File: src/rtl/fpga_proc_pkg.sv
// Shared types and constants for the assembled-program path (parser -> loader).
// Ports: none (package).
package fpga_proc_pkg;

  localparam int unsigned ADDR_W         = 27;
  localparam int unsigned DATA_W         = 128;
  localparam int unsigned WORDS_PER_BEAT = 4;
  localparam int unsigned LEN_W          = 27;

  // Bit positions of the channel_update fields inside a command beat
  localparam int unsigned CU_ADDR_LSB = 28;
  localparam int unsigned CU_LEN_LSB  = 1;

  // Command payload, MSB first: addr[54:28], stream_length[27:1], wen[0]
  typedef struct packed {
    logic [ADDR_W-1:0] addr;
    logic [LEN_W-1:0]  stream_length;
    logic              wen;
  } channel_update_t;

  typedef enum logic [1:0] {
    LS_IDLE = 2'd0,
    LS_LOAD = 2'd1,
    LS_DROP = 2'd2
  } loader_state_e;

  // Memory write request payload
  typedef struct packed {
    logic [ADDR_W-1:0] addr;
    logic [DATA_W-1:0] data;
  } mem_req_t;

endpackage

File: src/rtl/asm_mem_loader_if.sv
// Bus bundle for the loader: upstream AXI-Stream beats in, memory write requests out.
// Ports: s_axis_{tuser,data,valid,ready}, mem_{addr,data,valid,ready}.
//   slave  - the loader's view (consumes beats, produces writes)
//   master - the environment's view (produces beats, consumes writes)
interface asm_mem_loader_if;
  import fpga_proc_pkg::*;

  logic              s_axis_tuser;
  logic [DATA_W-1:0] s_axis_data;
  logic              s_axis_valid;
  logic              s_axis_ready;

  logic [ADDR_W-1:0] mem_addr;
  logic [DATA_W-1:0] mem_data;
  logic              mem_valid;
  logic              mem_ready;

  modport slave (
    input  s_axis_tuser, s_axis_data, s_axis_valid,
    output s_axis_ready,
    output mem_addr, mem_data, mem_valid,
    input  mem_ready
  );

  modport master (
    output s_axis_tuser, s_axis_data, s_axis_valid,
    input  s_axis_ready,
    input  mem_addr, mem_data, mem_valid,
    output mem_ready
  );

endinterface

File: src/rtl/asm_mem_loader_reg_slice.sv
// Single-entry registered valid/ready stage for memory write requests.
// Ports: clk_in/rst_in; in_valid/in_ready_c/in_req (load side);
//        out_valid/out_ready/out_req (registered memory side).
module asm_mem_loader_reg_slice
  import fpga_proc_pkg::*;
(
  input  logic     clk_in,
  input  logic     rst_in,
  input  logic     in_valid,
  output logic     in_ready_c,
  input  mem_req_t in_req,
  output logic     out_valid,
  input  logic     out_ready,
  output mem_req_t out_req
);

  logic     valid_q, valid_d;
  mem_req_t req_q, req_d;

  // Room for a new entry when empty or the current one drains this cycle
  assign in_ready_c = !valid_q || out_ready;

  // Next-entry logic: a new load takes priority over the drain
  always_comb begin
    valid_d = valid_q;
    req_d   = req_q;
    if (in_valid && in_ready_c) begin
      valid_d = 1'b1;
      req_d   = in_req;
    end else if (out_ready) begin
      valid_d = 1'b0;
    end
  end

  always_ff @(posedge clk_in) begin
    if (rst_in) begin
      valid_q <= 1'b0;
      req_q   <= '0;
    end else begin
      valid_q <= valid_d;
      req_q   <= req_d;
    end
  end

  assign out_valid = valid_q;
  assign out_req   = req_q;

endmodule

File: src/rtl/asm_mem_loader.sv
// Consumes the assembled-program stream: command beats (tuser=1) set the write
// cursor/mode, data beats (tuser=0) become sequential memory writes.
// Ports: clk_in, rst_in (sync, active-high); bus (slave modport: s_axis_* in,
//        mem_* out); loading (state is LOAD); beats_written (accepted writes);
//        err_orphan (sticky: data beat seen while IDLE).
module asm_mem_loader
  import fpga_proc_pkg::*;
(
  input  logic                    clk_in,
  input  logic                    rst_in,
  asm_mem_loader_if.slave         bus,
  output logic                    loading,
  output logic [31:0]             beats_written,
  output logic                    err_orphan
);

  localparam logic [1:0] ST_IDLE = LS_IDLE;
  localparam logic [1:0] ST_LOAD = LS_LOAD;
  localparam logic [1:0] ST_DROP = LS_DROP;

  logic [1:0]        state_q, state_d;
  logic [ADDR_W-1:0] cursor_q, cursor_d;
  logic [LEN_W-1:0]  remaining_q, remaining_d;
  logic              unbounded_q, unbounded_d;
  logic              err_orphan_q, err_orphan_d;
  logic              loading_q, loading_d;
  logic [31:0]       beats_written_q, beats_written_d;

  logic              s_ready_c;
  logic              wr_load_c;
  logic              accept_c;
  channel_update_t   cu_c;
  mem_req_t          wr_req_c;
  mem_req_t          out_req;

  assign accept_c = bus.s_axis_valid && s_ready_c;

  // Command field extraction; upper bits of the beat are don't-care
  assign cu_c.addr          = bus.s_axis_data[CU_ADDR_LSB +: ADDR_W];
  assign cu_c.stream_length = bus.s_axis_data[CU_LEN_LSB +: LEN_W];
  assign cu_c.wen           = bus.s_axis_data[0];

  assign wr_req_c.addr = cursor_q;
  assign wr_req_c.data = bus.s_axis_data;

  // Next-state, cursor and countdown logic
  always_comb begin
    state_d         = state_q;
    cursor_d        = cursor_q;
    remaining_d     = remaining_q;
    unbounded_d     = unbounded_q;
    err_orphan_d    = err_orphan_q;
    beats_written_d = beats_written_q;
    wr_load_c       = 1'b0;

    if (accept_c && bus.s_axis_tuser) begin
      cursor_d    = cu_c.addr;
      remaining_d = cu_c.stream_length;
      unbounded_d = (cu_c.stream_length == '0);
      state_d     = cu_c.wen ? ST_LOAD : ST_DROP;
    end else if (accept_c) begin
      case (state_q)
        ST_LOAD, ST_DROP: begin
          if (state_q == ST_LOAD) begin
            wr_load_c = 1'b1;
            cursor_d  = cursor_q + ADDR_W'(WORDS_PER_BEAT);
          end
          // remaining==1 means this beat is the last of a bounded stream
          if (!unbounded_q) begin
            remaining_d = remaining_q - LEN_W'(1);
            if (remaining_q == LEN_W'(1)) begin
              state_d = ST_IDLE;
            end
          end
        end
        default: err_orphan_d = 1'b1;
      endcase
    end

    if (bus.mem_valid && bus.mem_ready) begin
      beats_written_d = beats_written_q + 32'd1;
    end

    loading_d = (state_d == ST_LOAD);
  end

  always_ff @(posedge clk_in) begin
    if (rst_in) begin
      state_q         <= ST_IDLE;
      cursor_q        <= '0;
      remaining_q     <= '0;
      unbounded_q     <= 1'b0;
      err_orphan_q    <= 1'b0;
      loading_q       <= 1'b0;
      beats_written_q <= '0;
    end else begin
      state_q         <= state_d;
      cursor_q        <= cursor_d;
      remaining_q     <= remaining_d;
      unbounded_q     <= unbounded_d;
      err_orphan_q    <= err_orphan_d;
      loading_q       <= loading_d;
      beats_written_q <= beats_written_d;
    end
  end

  // Registered output stage; its free slot also gates upstream acceptance
  asm_mem_loader_reg_slice u_slice (
    .clk_in     (clk_in),
    .rst_in     (rst_in),
    .in_valid   (wr_load_c),
    .in_ready_c (s_ready_c),
    .in_req     (wr_req_c),
    .out_valid  (bus.mem_valid),
    .out_ready  (bus.mem_ready),
    .out_req    (out_req)
  );

  assign bus.s_axis_ready = s_ready_c;
  assign bus.mem_addr     = out_req.addr;
  assign bus.mem_data     = out_req.data;

  assign loading       = loading_q;
  assign beats_written = beats_written_q;
  assign err_orphan    = err_orphan_q;

endmodule
File: src/flat_wrapper.sv
// flat-port wrapper written by rule: the top's interface ports become plain ports
module asm_mem_loader_flat import fpga_proc_pkg::*;
  (clk_in, rst_in, loading, beats_written, err_orphan, bus_s_axis_tuser, bus_s_axis_data, bus_s_axis_valid, bus_s_axis_ready, bus_mem_addr, bus_mem_data, bus_mem_valid, bus_mem_ready);
  asm_mem_loader_if bus_i ();
  input  logic clk_in;
  input  logic rst_in;
  output logic loading;
  output logic [31:0] beats_written;
  output logic err_orphan;
  input wire logic [$bits(bus_i.s_axis_tuser)-1:0] bus_s_axis_tuser;
  input wire logic [$bits(bus_i.s_axis_data)-1:0] bus_s_axis_data;
  input wire logic [$bits(bus_i.s_axis_valid)-1:0] bus_s_axis_valid;
  output wire logic [$bits(bus_i.s_axis_ready)-1:0] bus_s_axis_ready;
  output wire logic [$bits(bus_i.mem_addr)-1:0] bus_mem_addr;
  output wire logic [$bits(bus_i.mem_data)-1:0] bus_mem_data;
  output wire logic [$bits(bus_i.mem_valid)-1:0] bus_mem_valid;
  input wire logic [$bits(bus_i.mem_ready)-1:0] bus_mem_ready;
  assign bus_i.s_axis_tuser = bus_s_axis_tuser;
  assign bus_i.s_axis_data = bus_s_axis_data;
  assign bus_i.s_axis_valid = bus_s_axis_valid;
  assign bus_s_axis_ready = bus_i.s_axis_ready;
  assign bus_mem_addr = bus_i.mem_addr;
  assign bus_mem_data = bus_i.mem_data;
  assign bus_mem_valid = bus_i.mem_valid;
  assign bus_i.mem_ready = bus_mem_ready;
  asm_mem_loader u_core (.clk_in(clk_in), .rst_in(rst_in), .bus(bus_i), .loading(loading), .beats_written(beats_written), .err_orphan(err_orphan));
endmodule
File: config.mk
export PLATFORM = sky130hd
export DESIGN_NAME = asm_mem_loader_flat
export DESIGN_NICKNAME = d
export VERILOG_FILES = /design/src/rtl/fpga_proc_pkg.sv /design/src/rtl/asm_mem_loader_if.sv /design/src/rtl/asm_mem_loader_reg_slice.sv /design/src/rtl/asm_mem_loader.sv /design/src/flat_wrapper.sv
export SDC_FILE = /design/constraint.sdc
export NUM_CORES = 1
export LEC_CHECK = 0
export ABC_CLOCK_PERIOD_IN_PS = 2200
export BUFFER_PORTS_ARGS = -buffer_cell sky130_fd_sc_hd__buf_2
export CAP_MARGIN = 20
export CORE_UTILIZATION = 35
export CTS_BUF_LIST = sky130_fd_sc_hd__clkbuf_8 sky130_fd_sc_hd__clkbuf_16
export CTS_CLUSTER_DIAMETER = 80
export DETAILED_ROUTE_END_ITERATION = 7
export PLACE_DENSITY = 0.67
export SYNTH_ARGS = -nofsm -noshare
export SYNTH_HDL_FRONTEND = slang
export SYNTH_SLANG_ARGS = --single-unit
File: constraint.sdc
create_clock -name clk_in -period 2.2 [get_ports clk_in]
set_input_delay 0.44 -clock clk_in [delete_from_list [all_inputs] [get_ports clk_in]]
set_output_delay 0.44 -clock clk_in [all_outputs]
set_load 0.05 [all_outputs]
-- Word level (Yosys, flattened, before mapping)
Cells that the tools add are included.
- input bits: 133
- logic and storage cells: 55
- bits in registers: 247
- output and inout port bits: 191
- mux-type cells: 20
- add/sub/neg operators: 3
- equality and inequality tests: 5
- bitwise gates (word level): 2
- reductions and logical operators: 15
- operators by type and width (kind ; number):
    $mux W27 ; 8
    $add A32 B1 Y32 const B ; 1
    $add A27 B3 Y27 const B ; 1
    $eq A27 B1 Y1 const B ; 1
    $logic_not A27 Y1 ; 1
    $sub A27 B1 Y27 const B ; 1
    $mux W2 ; 6
    $reduce_and A3 Y1 ; 3
    $reduce_bool A2 Y1 ; 4
    $mux W1 ; 6
    $eq A2 B1 Y1 const B ; 2
    $logic_and A1 B1 Y1 ; 4
    $eq A2 B2 Y1 const B ; 1
    $ne A2 B2 Y1 const B ; 1
    $not A1 Y1 ; 2
    $reduce_or A2 Y1 ; 1
    $logic_not A1 Y1 ; 1
    $logic_or A1 B1 Y1 ; 1

-- Longest topological paths before layout
- depth in word-level cells: 7
- mapped depth: 8
- depth with buffers taken out: 7

-- Hierarchy
From an unflattened synthesis, not the netlist that was laid out.
- cells, all modules: 1379
- area total of the unflattened synthesis: 12235.5 µm²
- by module, submodules not included (module ; area each (µm²) ; times used ; cells each):
    asm_mem_loader_reg_slice ; 7034.2 ; 1 ; 711
    asm_mem_loader ; 5201.2 ; 1 ; 668

-- Least setup slack after synthesis
Ideal clock, no wire load.
- path type: register to register
- from: reg u_core.u_slice.valid_q (netlist: u_core.u_slice.out_valid)
- to: reg u_core.remaining_q[8]
- period minus slack after synthesis: 2.091 ns
- slack: 0.109 ns
- path buffers: 3
- cell stages (with the launch flop): 9
- arrival: 1.964 ns
- path through: dfxtp_1 > nand2b_1 > buf_2 > buf_2 > o211a_1 > clkbuf_1 > o21ai_0 > a22oi_1 > nor2_1
- word-level cells in the longest chain between the ends: 6
- RTL lines (item ; line ; RTL):
    start: declaration ; asm_mem_loader_reg_slice.sv:17 ; logic valid_q, valid_d;
    start signal: assignment ; asm_mem_loader_reg_slice.sv:40 ; valid_q <= valid_d;
    $logic_not A1 Y1 (*) ; asm_mem_loader_reg_slice.sv:21 ; assign in_ready_c = !valid_q || out_ready;
    $logic_or A1 B1 Y1 (*) ; asm_mem_loader_reg_slice.sv:21 ;
    net bus_s_axis_ready ; flat_wrapper.sv:13 ; output wire logic [$bits(bus_i.s_axis_ready)-1:0] bus_s_axis_ready;
    $logic_and A1 B1 Y1 (*) ; asm_mem_loader.sv:36 ; assign accept_c = bus.s_axis_valid && s_ready_c;
    $logic_and A1 B1 Y1 ; asm_mem_loader.sv:56 ; if (accept_c && bus.s_axis_tuser) begin
    $ne A2 B2 Y1 (no source line) / $reduce_bool A2 Y1 (equally long branches) ; - ;
    $reduce_and A3 Y1 (no source line) ; - ;
    end signal: assignment ; asm_mem_loader.sv:99 ; remaining_q <= remaining_d;
    end: declaration ; asm_mem_loader.sv:23 ; logic [LEN_W-1:0] remaining_q, remaining_d;
Mark *: on every way through the listed nets, which the timed path passes. The rest lies on a longest branch.
A chain may end at the register's enable or synchronous reset.

-- Worst setup path in the final report
- from: reg u_core.state_q[1]
- to: reg u_core.cursor_q[10]
- word-level cells in the longest chain between the ends: 4
- RTL lines (item ; line ; RTL):
    start: declaration ; asm_mem_loader.sv:21 ; logic [1:0] state_q, state_d;
    start signal: assignment ; asm_mem_loader.sv:97 ; state_q <= state_d;
    $eq A2 B2 Y1 / $eq A2 B1 Y1 (equally long branches) ; asm_mem_loader.sv:62, asm_mem_loader.sv:64 ;
    $reduce_or A2 Y1 ; asm_mem_loader.sv:62 ; case (state_q)
    $reduce_bool A2 Y1 (no source line) ; - ;
    $reduce_and A3 Y1 (no source line) (*) ; - ;
    end signal: assignment ; asm_mem_loader.sv:98 ; cursor_q <= cursor_d;
    end: declaration ; asm_mem_loader.sv:22 ; logic [ADDR_W-1:0] cursor_q, cursor_d;
Every way passes the cells marked *; elsewhere a longest branch is shown, timed or not.

==> results.sh <==
export IMPL_met3_length_um=2310
export IMPL_drtIter0Drc=632
export IMPL_dpl_cell_area_um2=12300
export IMPL_post_cts_buffers=0
export IMPL_crit_fanout=7
export IMPL_syn_avg_cell_area_um2=8.00
export IMPL_cp_start_kind="flip-flop"
export IMPL_syn_area_um2=10100
export IMPL_via_per_inst=5.05
export IMPL_h_tree_depth=1
export IMPL_fmax_mhz=487
export IMPL_rsz0062_at_grt="false"
export IMPL_dieArea_um2=29600
export IMPL_area_growth_pct=31.5
export IMPL_ys_seq_area_share_pct=48.9
export IMPL_grt_max_degree=90
export IMPL_comb_power_share_pct=10.0
export IMPL_io_buffer_count=323
export IMPL_final_setup_viol_count=0
export IMPL_dr_wl_met2_um=13800
export IMPL_clock_latency_ns=0.54
export IMPL_syn_inst=1264
export IMPL_core_area_um2=28100
export IMPL_hold_viol_final=0
export IMPL_via_count=9929
export IMPL_path_class="flip-flop to flip-flop"
export IMPL_worst_path_buf_inv=1
export IMPL_synth_edf_count=0
export IMPL_grt_pass1_wl_um=45700
export IMPL_clockBufferDepth=3
export IMPL_synth_main_ff_cell="dfxtp_1"
export IMPL_first_pass_iters=5
export IMPL_synth_seq_cells=247
export IMPL_seq_power_share_pct=45.0
export IMPL_grt_pass1_vias=9028
export IMPL_multi_input_area_um2=4790
export IMPL_critPathArrivalTime_ns=2.52
export IMPL_synth_distinct_cells=58
export IMPL_fin_crit_sh_pct=93.3
export IMPL_setup_ws_ns=0.147
export IMPL_drt_drc_violations_left=0
export IMPL_worst_slew_pin_slew_ns=0.551
export IMPL_hold_end="u_core.u_slice.out_req[75]$_SDFFE_PP0P_"
export IMPL_finClkSkew_ns=0.0134
export IMPL_num_io_pins=324
export IMPL_slowest_delay_ns=0.43
export IMPL_grt_overflow_total=0
export IMPL_worstReg2RegEnd="u_core.cursor_q[10]$_SDFFE_PP0P_"
export IMPL_min_delay_start="bus_s_axis_data[75]"
export IMPL_pwr_share_clk_pct=45.0
export IMPL_area_sequential_um2=4940
export IMPL_status="completed"
export IMPL_final_util_pct=47.3
export IMPL_dpl_hpwl_um=20500
export IMPL_cts_root_buf="clkbuf_16"
export IMPL_slew_headroom_pct=63.3
export IMPL_grt_use_total_pct=18.8
export IMPL_hold_slack_ns=0.133
export IMPL_synthTopCellsByArea="dfxtp_1 (49%), nand2_1 (13%), a21oi_1 (8.8%), nor2_1 (3.1%), xor2_1 (2.5%)"
export IMPL_finalSetupTns_ns=0
export IMPL_swShare_pct=24.7
export IMPL_fin_crit_ns=2.05
export IMPL_ys_warn_count=0
export IMPL_drtAntennaViolNets=0
export IMPL_fill_cells=2833
export IMPL_cts_sinks=247
export IMPL_dr_max_layer_used="met4"
export IMPL_internal_power_mw=7.86
export IMPL_reg2reg_from="u_core.state_q[1]$_SDFF_PP0_"
export IMPL_synth_top_area_share_pct=48.9
export IMPL_wirelength_um=29400
export IMPL_required_ns=2.66
export IMPL_post_place_ws_ns=0.129
export IMPL_syn_nets=1402
export IMPL_hold_depth=3
export IMPL_die_w_um=172
export IMPL_hp_class="input pin to flip-flop"
export IMPL_die_y_um=172
export IMPL_slowest_stage="or3_2"
export IMPL_power_density_nw_per_um2=785
export IMPL_drv_slew=0
export IMPL_p_leak_nw=5.44
export IMPL_routedWlPerCell_um=14.9
export IMPL_drive_above_1_share_pct=27.2
export IMPL_p_sw_mw=2.57
export IMPL_numCtsBuffers=28
export IMPL_initial_core_util_pct=36.0
export IMPL_cap_violations=0
export IMPL_wl_met1_um=12700
export IMPL_finalNetCount=1705
export IMPL_cts_tree="done"
export IMPL_vdd_drop_max_mv=0.486
export IMPL_routabilityCongestion=0.862
export IMPL_reg2reg_depth=7
export IMPL_cp_end_kind="flip-flop"
export IMPL_final_area_um2=13300
export IMPL_async_flop_share_pct=0
export IMPL_synth_area_leader_cell="dfxtp_1"
export IMPL_reg2reg_slack_ns=0.15
export IMPL_path_clk_slew_ns=0.07
export IMPL_critPathTopFamily="simple AND/OR/NAND/NOR gates"
export IMPL_path_cells="inv_1 -> ha_1 -> and4b_1 -> nand3_1 -> or3_2 -> xor2_1 -> a211oi_1"
export IMPL_grt_antenna_before_repair=1
export IMPL_num_rows=61
-- metal layers --
metal / GRT usage (%) / vias up
li1: - / 4939
met1: 23.9 / 4607
met2: 31.8 / 335
met4: 4.73 / 0
met5: 0 / -
met3: 4.30 / 48
-- cell usage in the layout, fill, tap and decap left out, types with 23 or more instances in the layout --
cell	Yosys	routed
nand2_1	350	350
buf_2	14	322
dfxtp_1	247	247
a21oi_1	178	178
nor2_1	83	83
nand3_1	30	29
xor2_1	29	29
clkbuf_16	0	28
buf_4	0	27
nand4_1	23	23
-- worst min-delay path, cell delays in order --
cell and delay [ns]:
buf_2 0.09, nand2_1 0.04, a21oi_1 0.05
-- stage by stage --
stage | total power, mW | std cells
after floorplan | 5.41 | 1264
after global placement | 5.80 | 1915
after detailed placement | 5.82 | 1915
after CTS | 10.6 | 1966
after global routing | 10.9 | 1966
final | 10.4 | 1967
-- cell type report --
class	count	share of cell area, %
flip-flops and latches	247	37.2
well taps	378	3.56
clock inverters	13	0.876
repair buffers	363	15.7
clock buffers	38	6.31
diodes	1	0.0188
multi-input cells	917	36.0
inverters	10	0.282
-- flip-flops by register name, indices dropped and copies added, names as in the netlist --
name / count
u_core.beats_written: 32
u_core.err_orphan: 1
u_core.remaining_q: 27
u_core.u_slice.out_req: 155
u_core.unbounded_q: 1
u_core.u_slice.out_valid: 1
u_core.loading: 1
u_core.state_q: 2
u_core.cursor_q: 27
-- power groups by stage --
stage	clock, mW	sequential, mW	combinational, mW
after detailed placement	0	4.79	1.03
after global routing	5.03	4.71	1.14
after CTS	4.83	4.69	1.03
after floorplan	0	4.87	0.538
after global placement	0	4.78	1.02
final	4.69	4.70	1.04
-- worst max-delay path by stage --
stage / startpoint / endpoint / cells past startpoint
after CTS: u_core.state_q[1]$_SDFF_PP0_ / u_core.remaining_q[18]$_SDFFE_PP0P_ / 8
after floorplan: u_core.u_slice.out_valid$_SDFFE_PP0P_ / u_core.remaining_q[8]$_SDFFE_PP0P_ / 8
after global routing: u_core.state_q[1]$_SDFF_PP0_ / u_core.cursor_q[23]$_SDFFE_PP0P_ / 8
after global placement: bus_mem_ready / u_core.u_slice.out_req[129]$_SDFFE_PP0P_ / 9
after detailed placement: bus_mem_ready / u_core.u_slice.out_req[63]$_SDFFE_PP0P_ / 9
final: u_core.state_q[1]$_SDFF_PP0_ / u_core.cursor_q[10]$_SDFFE_PP0P_ / 7
-- Yosys cell counts, types with 3 or more instances --
library cell and instances:
a222oi_1 3, xnor2_1 21, and4_1 7, a211oi_1 19, buf_2 14, a311oi_1 3
a211oi_2 5, dfxtp_1 247, and2_1 7, nor3_1 19, nand2_1 350, nor2_1 83
o21ai_0 21, a21oi_1 178, nand2b_1 3, or4_1 4, o211ai_1 7, a31oi_1 10
clkbuf_1 65, o22ai_1 3, nor4_2 7, xor2_1 29, nand4_1 23, or3_1 9
o311ai_0 4, buf_1 9, a22oi_1 12, nor3b_1 3, ha_1 5, and3_1 8
inv_1 10, nand3_1 30, nor4_1 14
-- kinds of logic after synthesis --
family	after synthesis	share of synthesized area, %
and+or+nand+nor	582	25.7
xor gates and xnor gates	50	4.33
adders and majority gates	5	0.619
AOI/OAI and AO/OA	278	16.1
muxes	2	0.210
DFF	247	48.9
buffers and inverters	100	4.07
-- what timing repair did --
| item | in CTS | in global routing |
|---|---|---|
| hold buffers | 0 | 0 |
| setup endpoints to repair | 0 | 4 |
| gates resized for setup | 0 | 4 |
(Power assumes the default switching activity.)
